**src/rtl/led_pattern_engine.sv**
```systemverilog
// LED pattern engine: decodes the 7-bit LED PIO command into direct, blink,
// bounce-scan or PWM-breathe patterns, with all timing generated locally.
module led_pattern_engine #(
    parameter int unsigned TICK_DIV = 50000,
    parameter int unsigned LED_W    = 8
) (
    input  logic             clk_clk,
    input  logic             reset_reset,
    input  logic [6:0]       led_cmd,
    output logic [LED_W-1:0] leds_out,
    output logic [1:0]       mode_status,
    output logic             step_pulse
);

    localparam int unsigned PW   = (TICK_DIV > 1) ? $clog2(TICK_DIV) : 1;
    localparam int unsigned CW   = 7;
    localparam int unsigned RW   = 5;
    localparam int unsigned DW   = 8;

    localparam logic [PW-1:0]    PRESC_LAST = PW'(TICK_DIV - 1);
    localparam logic [LED_W-1:0] PAT_FIRST  = LED_W'(1);
    localparam logic [LED_W-1:0] PAT_LAST   = PAT_FIRST << (LED_W - 1);
    localparam logic [DW-1:0]    DUTY_MAX   = '1;

    localparam logic [1:0] MODE_DIRECT  = 2'b00;
    localparam logic [1:0] MODE_BLINK   = 2'b01;
    localparam logic [1:0] MODE_SCAN    = 2'b10;
    localparam logic [1:0] MODE_BREATHE = 2'b11;

    logic [CW-1:0]    cmd_q,      cmd_n;
    logic [PW-1:0]    presc,      presc_n;
    logic [RW-1:0]    step_cnt,   step_cnt_n;
    logic [DW-1:0]    pwm_cnt,    pwm_cnt_n;
    logic [LED_W-1:0] pat,        pat_n;
    logic             scan_right, scan_right_n;
    logic [DW-1:0]    duty,       duty_n;
    logic             duty_down,  duty_down_n;
    logic             step_d,     step_d_n;
    logic [LED_W-1:0] leds_n;
    logic             step_pulse_n;

    logic change_c;
    logic tick_c;
    logic step_c;

    // Mode/pattern state register; cmd_q[6:5] is the FSM state.
    always_ff @(posedge clk_clk) begin
        if (reset_reset) begin
            cmd_q      <= '0;
            presc      <= '0;
            step_cnt   <= '0;
            pwm_cnt    <= '0;
            pat        <= '0;
            scan_right <= 1'b0;
            duty       <= '0;
            duty_down  <= 1'b0;
            step_d     <= 1'b0;
            leds_out   <= '0;
            step_pulse <= 1'b0;
        end else begin
            cmd_q      <= cmd_n;
            presc      <= presc_n;
            step_cnt   <= step_cnt_n;
            pwm_cnt    <= pwm_cnt_n;
            pat        <= pat_n;
            scan_right <= scan_right_n;
            duty       <= duty_n;
            duty_down  <= duty_down_n;
            step_d     <= step_d_n;
            leds_out   <= leds_n;
            step_pulse <= step_pulse_n;
        end
    end

    assign mode_status = cmd_q[6:5];

    // Next-state: a command change reloads everything and overrides a coincident step.
    always_comb begin
        cmd_n        = led_cmd;
        presc_n      = presc;
        step_cnt_n   = step_cnt;
        pwm_cnt_n    = pwm_cnt + DW'(1);
        pat_n        = pat;
        scan_right_n = scan_right;
        duty_n       = duty;
        duty_down_n  = duty_down;
        step_d_n     = 1'b0;
        leds_n       = '0;
        step_pulse_n = step_d;

        change_c = (led_cmd != cmd_q);
        tick_c   = (presc == PRESC_LAST);
        step_c   = tick_c && (step_cnt == cmd_q[4:0]);

        presc_n = tick_c ? '0 : presc + PW'(1);
        if (tick_c) begin
            step_cnt_n = step_c ? '0 : step_cnt + RW'(1);
        end

        if (change_c) begin
            presc_n      = '0;
            step_cnt_n   = '0;
            pwm_cnt_n    = '0;
            scan_right_n = 1'b0;
            duty_n       = '0;
            duty_down_n  = 1'b0;
            case (led_cmd[6:5])
                MODE_BLINK: pat_n = '1;
                MODE_SCAN:  pat_n = PAT_FIRST;
                default:    pat_n = '0;
            endcase
        end else if (step_c) begin
            case (cmd_q[6:5])
                MODE_BLINK: begin
                    pat_n    = ~pat;
                    step_d_n = 1'b1;
                end
                MODE_SCAN: begin
                    step_d_n = 1'b1;
                    if (!scan_right) begin
                        if (pat == PAT_LAST) begin
                            pat_n        = PAT_LAST >> 1;
                            scan_right_n = 1'b1;
                        end else begin
                            pat_n = pat << 1;
                        end
                    end else begin
                        if (pat == PAT_FIRST) begin
                            pat_n        = PAT_FIRST << 1;
                            scan_right_n = 1'b0;
                        end else begin
                            pat_n = pat >> 1;
                        end
                    end
                end
                MODE_BREATHE: begin
                    step_d_n = 1'b1;
                    // Turn around at the rails so duty never wraps.
                    if (!duty_down) begin
                        if (duty == DUTY_MAX) begin
                            duty_n      = DUTY_MAX - DW'(1);
                            duty_down_n = 1'b1;
                        end else begin
                            duty_n = duty + DW'(1);
                        end
                    end else begin
                        if (duty == '0) begin
                            duty_n      = DW'(1);
                            duty_down_n = 1'b0;
                        end else begin
                            duty_n = duty - DW'(1);
                        end
                    end
                end
                default: begin
                    step_d_n = 1'b0;
                end
            endcase
        end

        case (cmd_q[6:5])
            MODE_DIRECT:  leds_n = LED_W'(cmd_q[4:0]);
            MODE_BLINK:   leds_n = pat;
            MODE_SCAN:    leds_n = pat;
            MODE_BREATHE: leds_n = {LED_W{pwm_cnt < duty}};
            default:      leds_n = '0;
        endcase
    end

endmodule
```
**config.mk**
```make
export PLATFORM = sky130hd
export DESIGN_NAME = led_pattern_engine
export DESIGN_NICKNAME = d
export VERILOG_FILES = /design/src/rtl/led_pattern_engine.sv
export SDC_FILE = /design/constraint.sdc
export NUM_CORES = 1
export LEC_CHECK = 0
export CORE_MARGIN = 8
export CORE_UTILIZATION = 54
export CTS_CLUSTER_DIAMETER = 120
export DETAILED_ROUTE_END_ITERATION = 8
export PLACE_DENSITY = 0.76
export SYNTH_ARGS = -nofsm -noshare
export SYNTH_HDL_FRONTEND = slang
export SYNTH_SLANG_ARGS = --single-unit
```
**constraint.sdc**
```tcl
create_clock -name clk_clk -period 1.9 [get_ports clk_clk]
set_input_delay 0.285 -clock clk_clk [delete_from_list [all_inputs] [get_ports clk_clk]]
set_output_delay 0.285 -clock clk_clk [all_outputs]
set_load 0.02 [all_outputs]
```
==> Word-level counts from Yosys, hierarchy flattened <==
Cells that the tools add are included.
{ "totals": {"ff_bits": 64, "wordCells": 62} }
{ "op_classes": {"bitwise": 2, "n_addsub": 5, "magnitude_cmp": 1, "eq_ne": 11, "n_mux": 19, "n_reduce_logical": 13} }
{ "op_table": {"columns": ["op", "count"], "rows": [
  ["$mux 8", 7],
  ["$pmux 8 s2", 2],
  ["$pmux 8 s3", 1],
  ["$add 16x1->16 const B", 1],
  ["$add 8x1->8 const B", 2],
  ["$eq 16x16->1 const B", 1],
  ["$eq 8x8->1 const B", 2],
  ["$reduce_or 3->1", 3],
  ["$eq 8x1->1 const B", 1],
  ["$logic_not 8->1", 1],
  ["$lt 8x8->1", 1],
  ["$not 8->8", 1],
  ["$sub 8x1->8 const B", 1],
  ["$mux 1", 7],
  ["$mux 7", 1],
  ["$ne 7x7->1", 1],
  ["$eq 2x2->1 const B", 3],
  ["$reduce_and 2->1", 3],
  ["$add 5x1->5 const B", 1],
  ["$eq 5x5->1", 1],
  ["$mux 5", 1],
  ["$eq 2x1->1 const B", 2],
  ["$reduce_or 2->1", 2],
  ["$reduce_bool 3->1", 1],
  ["other kinds (4)", 4]
]} }

==> Depth between registers and ports, before layout <==
Gate-level depths: netlist of the first run.
{ "logic_depth": {"word_depth": 6, "depth_mapped": 8, "depth_no_buf": 7} }

==> Worst setup path before layout of the first run <==
No wires, ideal clock.
{ "synth_path": {"path_type": "reg2reg", "startpoint": "register presc[0]", "endpoint": "register scan_right", "period_less_slack_ns": 2.016, "arrival_ns": 1.941, "setup_ns": 0.075, "path_stages_with_launch": 7, "slack_ns": -0.116, "path_cell_list": "dfxtp_1 ha_1 and3_1 nand4_2 or3_4 or4b_1 a31oi_1"} }
{ "synth_via": {"elab_chain_len": 3} }
{ "synth_lines": {"columns": ["item", "line_no", "text"], "rows": [
  ["start: declaration", "31", "logic [PW-1:0] presc, presc_n;"],
  ["start signal: assignment", "62", "presc <= presc_n;"],
  ["$eq 16x16->1", "92", "tick_c = (presc == PRESC_LAST);"],
  ["$logic_and 1x1->1", "93", "step_c = tick_c && (step_cnt == cmd_q[4:0]);"],
  ["$reduce_and 2->1 (no source line)", null, null],
  ["end signal: assignment", "66", "scan_right <= scan_right_n;"],
  ["end: declaration", "35", "logic scan_right, scan_right_n;"]
]} }
Every way passes these cells.
A chain may end at the register's enable or synchronous reset.

==> Final worst setup path of the first run <==
{ "layout_path": {"startpoint": "register presc[13]", "endpoint": "register scan_right"} }
The elaborated chain is that of the path after synthesis.

==> flow_summary.yaml, run 1 <==
global_route:
  antenna_found_initial: 0
  overflow: 0
  grt_pass1_vias: 3020
  grt_max_degree: 20
  grt_pass1_wl_um: 14200
  grt_usage_pct: 19.2
synth:
  yosys.area_share.xor_xnor_pct: 8.75
  syn_area_mm2: 0.00350
  synth_largest_area_cell: "dfxtp_1"
  ys.flop_type: "dfxtp_1"
  synth_seq_cells: 64
  synthMuxAreaShare_pct: 3.57
  synth_top_family_by_area: "simple AND/OR/NAND/NOR gates"
  synth-compound-area-share_pct: 14.9
  synth_top_cell_area_share_pct: 36.6
  synth.area.top_cells: "dfxtp_1, ha_1, xor2_1"
  synth_fa_ha_area_share_pct: 6.79
  yosys_warnings: 0
  yosys.cell_types.count: 59
  synth-edff-count: 0
  synth_cells: 396
  synth_seq_area_share_pct: 36.6
  avgSynthCellArea_um2: 8.85
  synth_simple_gate_area_share_pct: 24.9
  syn-num-nets: 424
  postSynth.asyncResetShare_pct: 0
setup_path:
  cp_top_family: "simple AND/OR/NAND/NOR gates"
  r2r_cells: 5
  crit_arrival_ns: 2.20
  cp_max_fo: 3
  cp-end-kind: "flip-flop"
  slowest_delay_ns: 0.48
  crit_chain: "nor4b_4, nand4_4, or3_4, or4b_1, a31oi_1"
  required_ns: 2.18
  criticalPathCategory: "flip-flop to flip-flop"
  crit_path_top_delay_cell: "or4b_1"
  critPathBufInv: 0
  cp-start-kind: "flip-flop"
  r2r_start: "presc[13]"
  reg2reg_setup_slack_ns: -0.02
  worstReg2RegEnd: "scan_right"
power:
  powerDensity_mw_per_mm2: 636
  ir_worst_vdd_uv: 676
  p_leak_nw: 1.89
  totalPowerFinal_mw: 2.92
worst_hold_path:
  hold_path.startpoint: "led_cmd[1]"
  hold_path_class: "input pin to flip-flop"
  min_path_cells: 2
  hold-path-endpoint: "cmd_q[1]"
cts:
  cts_buffers: 9
  cts_tree: "yes"
  clockBufferDepth: 2
  clock_latency_ns: 0.35
  clk_pin_slew_ns: 0.07
  cts-hold-fix-buffers: 0
  cts_max_level: 3
  root_buffer: "clkbuf_8"
  clock-sinks: 64
finish:
  mostFrequentLayoutCells: "buf_4, dfxtp_1, nor2_1, nand2_1, nand3_1"
  layout.nets: 500
  fin_cells: 554
  seqCellArea_mm2: 0.00129
  multi_input_area_mm2: 0.00218
  layout_commonest_cell: "buf_4"
  num_antenna_cells: 0
  fin_area_mm2: 0.00460
  area_growth_pct: 31.2
  drive_gt1_share_pct: 24.9
  num-fill-cells: 434
timing:
  grt_setup_unrepaired: "yes"
  hold_viol: 0
  finalCritPeriodShare_pct: 101
  setup_viol: 2
  finClkSkew_ns: 0.00602
  maxSlewViolCount: 0
  setup_ws_ns: -0.0186
  max_freq_ghz: 0.521
  post-route-min-period_ns: 1.92
  worst_slew_pin_slew_ns: 0.500
  relSlewSlack_pct: 66.6
detailed_routing:
  drc_errors: 0
  first_pass_iters: 5
  routed_wl_um: 8920
  wl_per_cell_um: 16.1
  antenna_left: 0
  viasPerCell: 5.84
  vias: 3235
  drtIter0Drc: 194
placed_design:
  dpl-instance-area_mm2: 0.00416
  gp_congestion: 0.902
  dp_hpwl_um: 5920
  placedCellCount: 527
  io_buffers: 19
die:
  initial_core_util_pct: 55.5
  dieArea_mm2: 0.00932
  core-area_mm2: 0.00631
  die_x_um: 96.5
  rows: 29
  fp.dieH_um: 96.5
  ios: 20
run_status:
  status: "finished, violations left"
  failed_checks: "setup timing"
job:
  max_cap_viol_count: 0
==> report_power, final <==
| group | switching (mW) | internal [mW] | total [mW] |
|---|---|---|---|
| combinational | 0.120 | 0.111 | 0.231 |
| sequential | 0.0246 | 1.36 | 1.39 |
| clock | 0.565 | 0.740 | 1.30 |
==> layout make-up <==
type                            instances  area share [%]
Clock buffer                            9            2.69
Clock inverter                          7            2.07
Inverter                               18            1.47
Multi-Input combinational cell        296            47.4
Sequential cell                        64            28.2
Tap cell                               77            2.10
Timing Repair Buffer                   83            16.1
==> Yosys cell counts, types with 4 or more instances <==
library cell / number
a211oi_1: 6
a21o_1: 13
a21oi_1: 10
a31oi_1: 6
and3_1: 10
clkbuf_1: 12
dfxtp_1: 64
ha_1: 19
inv_1: 17
mux2_2: 4
mux2i_1: 8
nand2_1: 29
nand3_1: 22
nand4_1: 13
nor2_1: 36
nor2b_1: 8
nor3_1: 6
o211a_1: 7
o21ai_0: 16
or3_1: 4
xnor2_1: 14
xor2_1: 21
==> what timing repair did <==
item                                   in CTS  in global routing
cloned                                      0                  2
buffers inserted                            3                  6
pin swaps                                   9                 18
setup endpoints to repair                   9                 28
endpoints found under the hold margin       0                  0
resized for setup                           9                 24
==> flip-flops by register name, summed over array words and instances, names as in the netlist, 5 cells and up <==
name / count
cmd_q: 7
duty: 8
leds_out: 8
pat: 8
presc: 16
pwm_cnt: 8
step_cnt: 5
==> worst register-to-register path: cells and delay by family, from the launching register on <==
family	cells	cell delay, ns
flip-flops	1	0.34
AO/OA/AOI/OAI	1	0.17
AND/OR/NAND/NOR	4	1.34
==> how the worst max path moves through the flow <==
| stage | startpoint | endpoint | cells after the start |
|---|---|---|---|
| finish | presc[13] | scan_right | 5 |
| global route | presc[13] | scan_right | 5 |
| floorplan | presc[0] | scan_right | 6 |
| global placement | led_cmd[0] | pat[4] | 7 |
| detailed placement | led_cmd[1] | pat[6] | 7 |
| CTS | presc[7] | scan_right | 5 |
==> cells by family after synthesis <==
kind of cell / count (synthesis)
AND/OR/NAND/NOR: 155
flip-flops: 64
AO/OA/AOI/OAI: 75
multiplexers: 12
XOR/XNOR: 35
adder cells (fa/ha/maj): 19
buffers and inverters: 36
==> per-layer routing <==
layer  GRT usage, %  wire [um]
met1           24.2       3810
met2           30.3       4420
met3           5.18        535
met4           7.69        147
met5              0          0
==> stage by stage <==
stage	util, %	setup WS [ns]	setup TNS (ns)	hold slack [ns]
after detailed placement	65.8	-0.456	-5.29	0.453
after CTS	70.4	-0.0289	-0.0289	0.456
after global placement	65.8	-0.383	-3.88	0.442
after global routing	72.8	-0.0997	-0.703	0.268
final	72.8	-0.0186	-0.0325	0.268
after floorplan	-	-0.00644	-0.00644	0.413
Power figures use the tool's default switching activity.
==> run 2, diff against run 1 <==
--- a/config.mk
+++ b/config.mk
@@ -9,6 +9,7 @@
 export CORE_UTILIZATION = 54
 export CTS_CLUSTER_DIAMETER = 120
 export DETAILED_ROUTE_END_ITERATION = 8
+export HOLD_SLACK_MARGIN = 0.03
 export PLACE_DENSITY = 0.76
 export SYNTH_ARGS = -nofsm -noshare
 export SYNTH_HDL_FRONTEND = slang
==> results of run 2 <==
Final layout, timing and power as in run 1 (identical DEF).
==> run 3, diff against run 2 <==
--- a/config.mk
+++ b/config.mk
@@ -11,6 +11,7 @@
 export DETAILED_ROUTE_END_ITERATION = 8
 export HOLD_SLACK_MARGIN = 0.03
 export PLACE_DENSITY = 0.76
+export SLEW_MARGIN = 30
 export SYNTH_ARGS = -nofsm -noshare
 export SYNTH_HDL_FRONTEND = slang
 export SYNTH_SLANG_ARGS = --single-unit
==> results of run 3 <==
Final layout, timing and power as in run 1 (identical DEF).
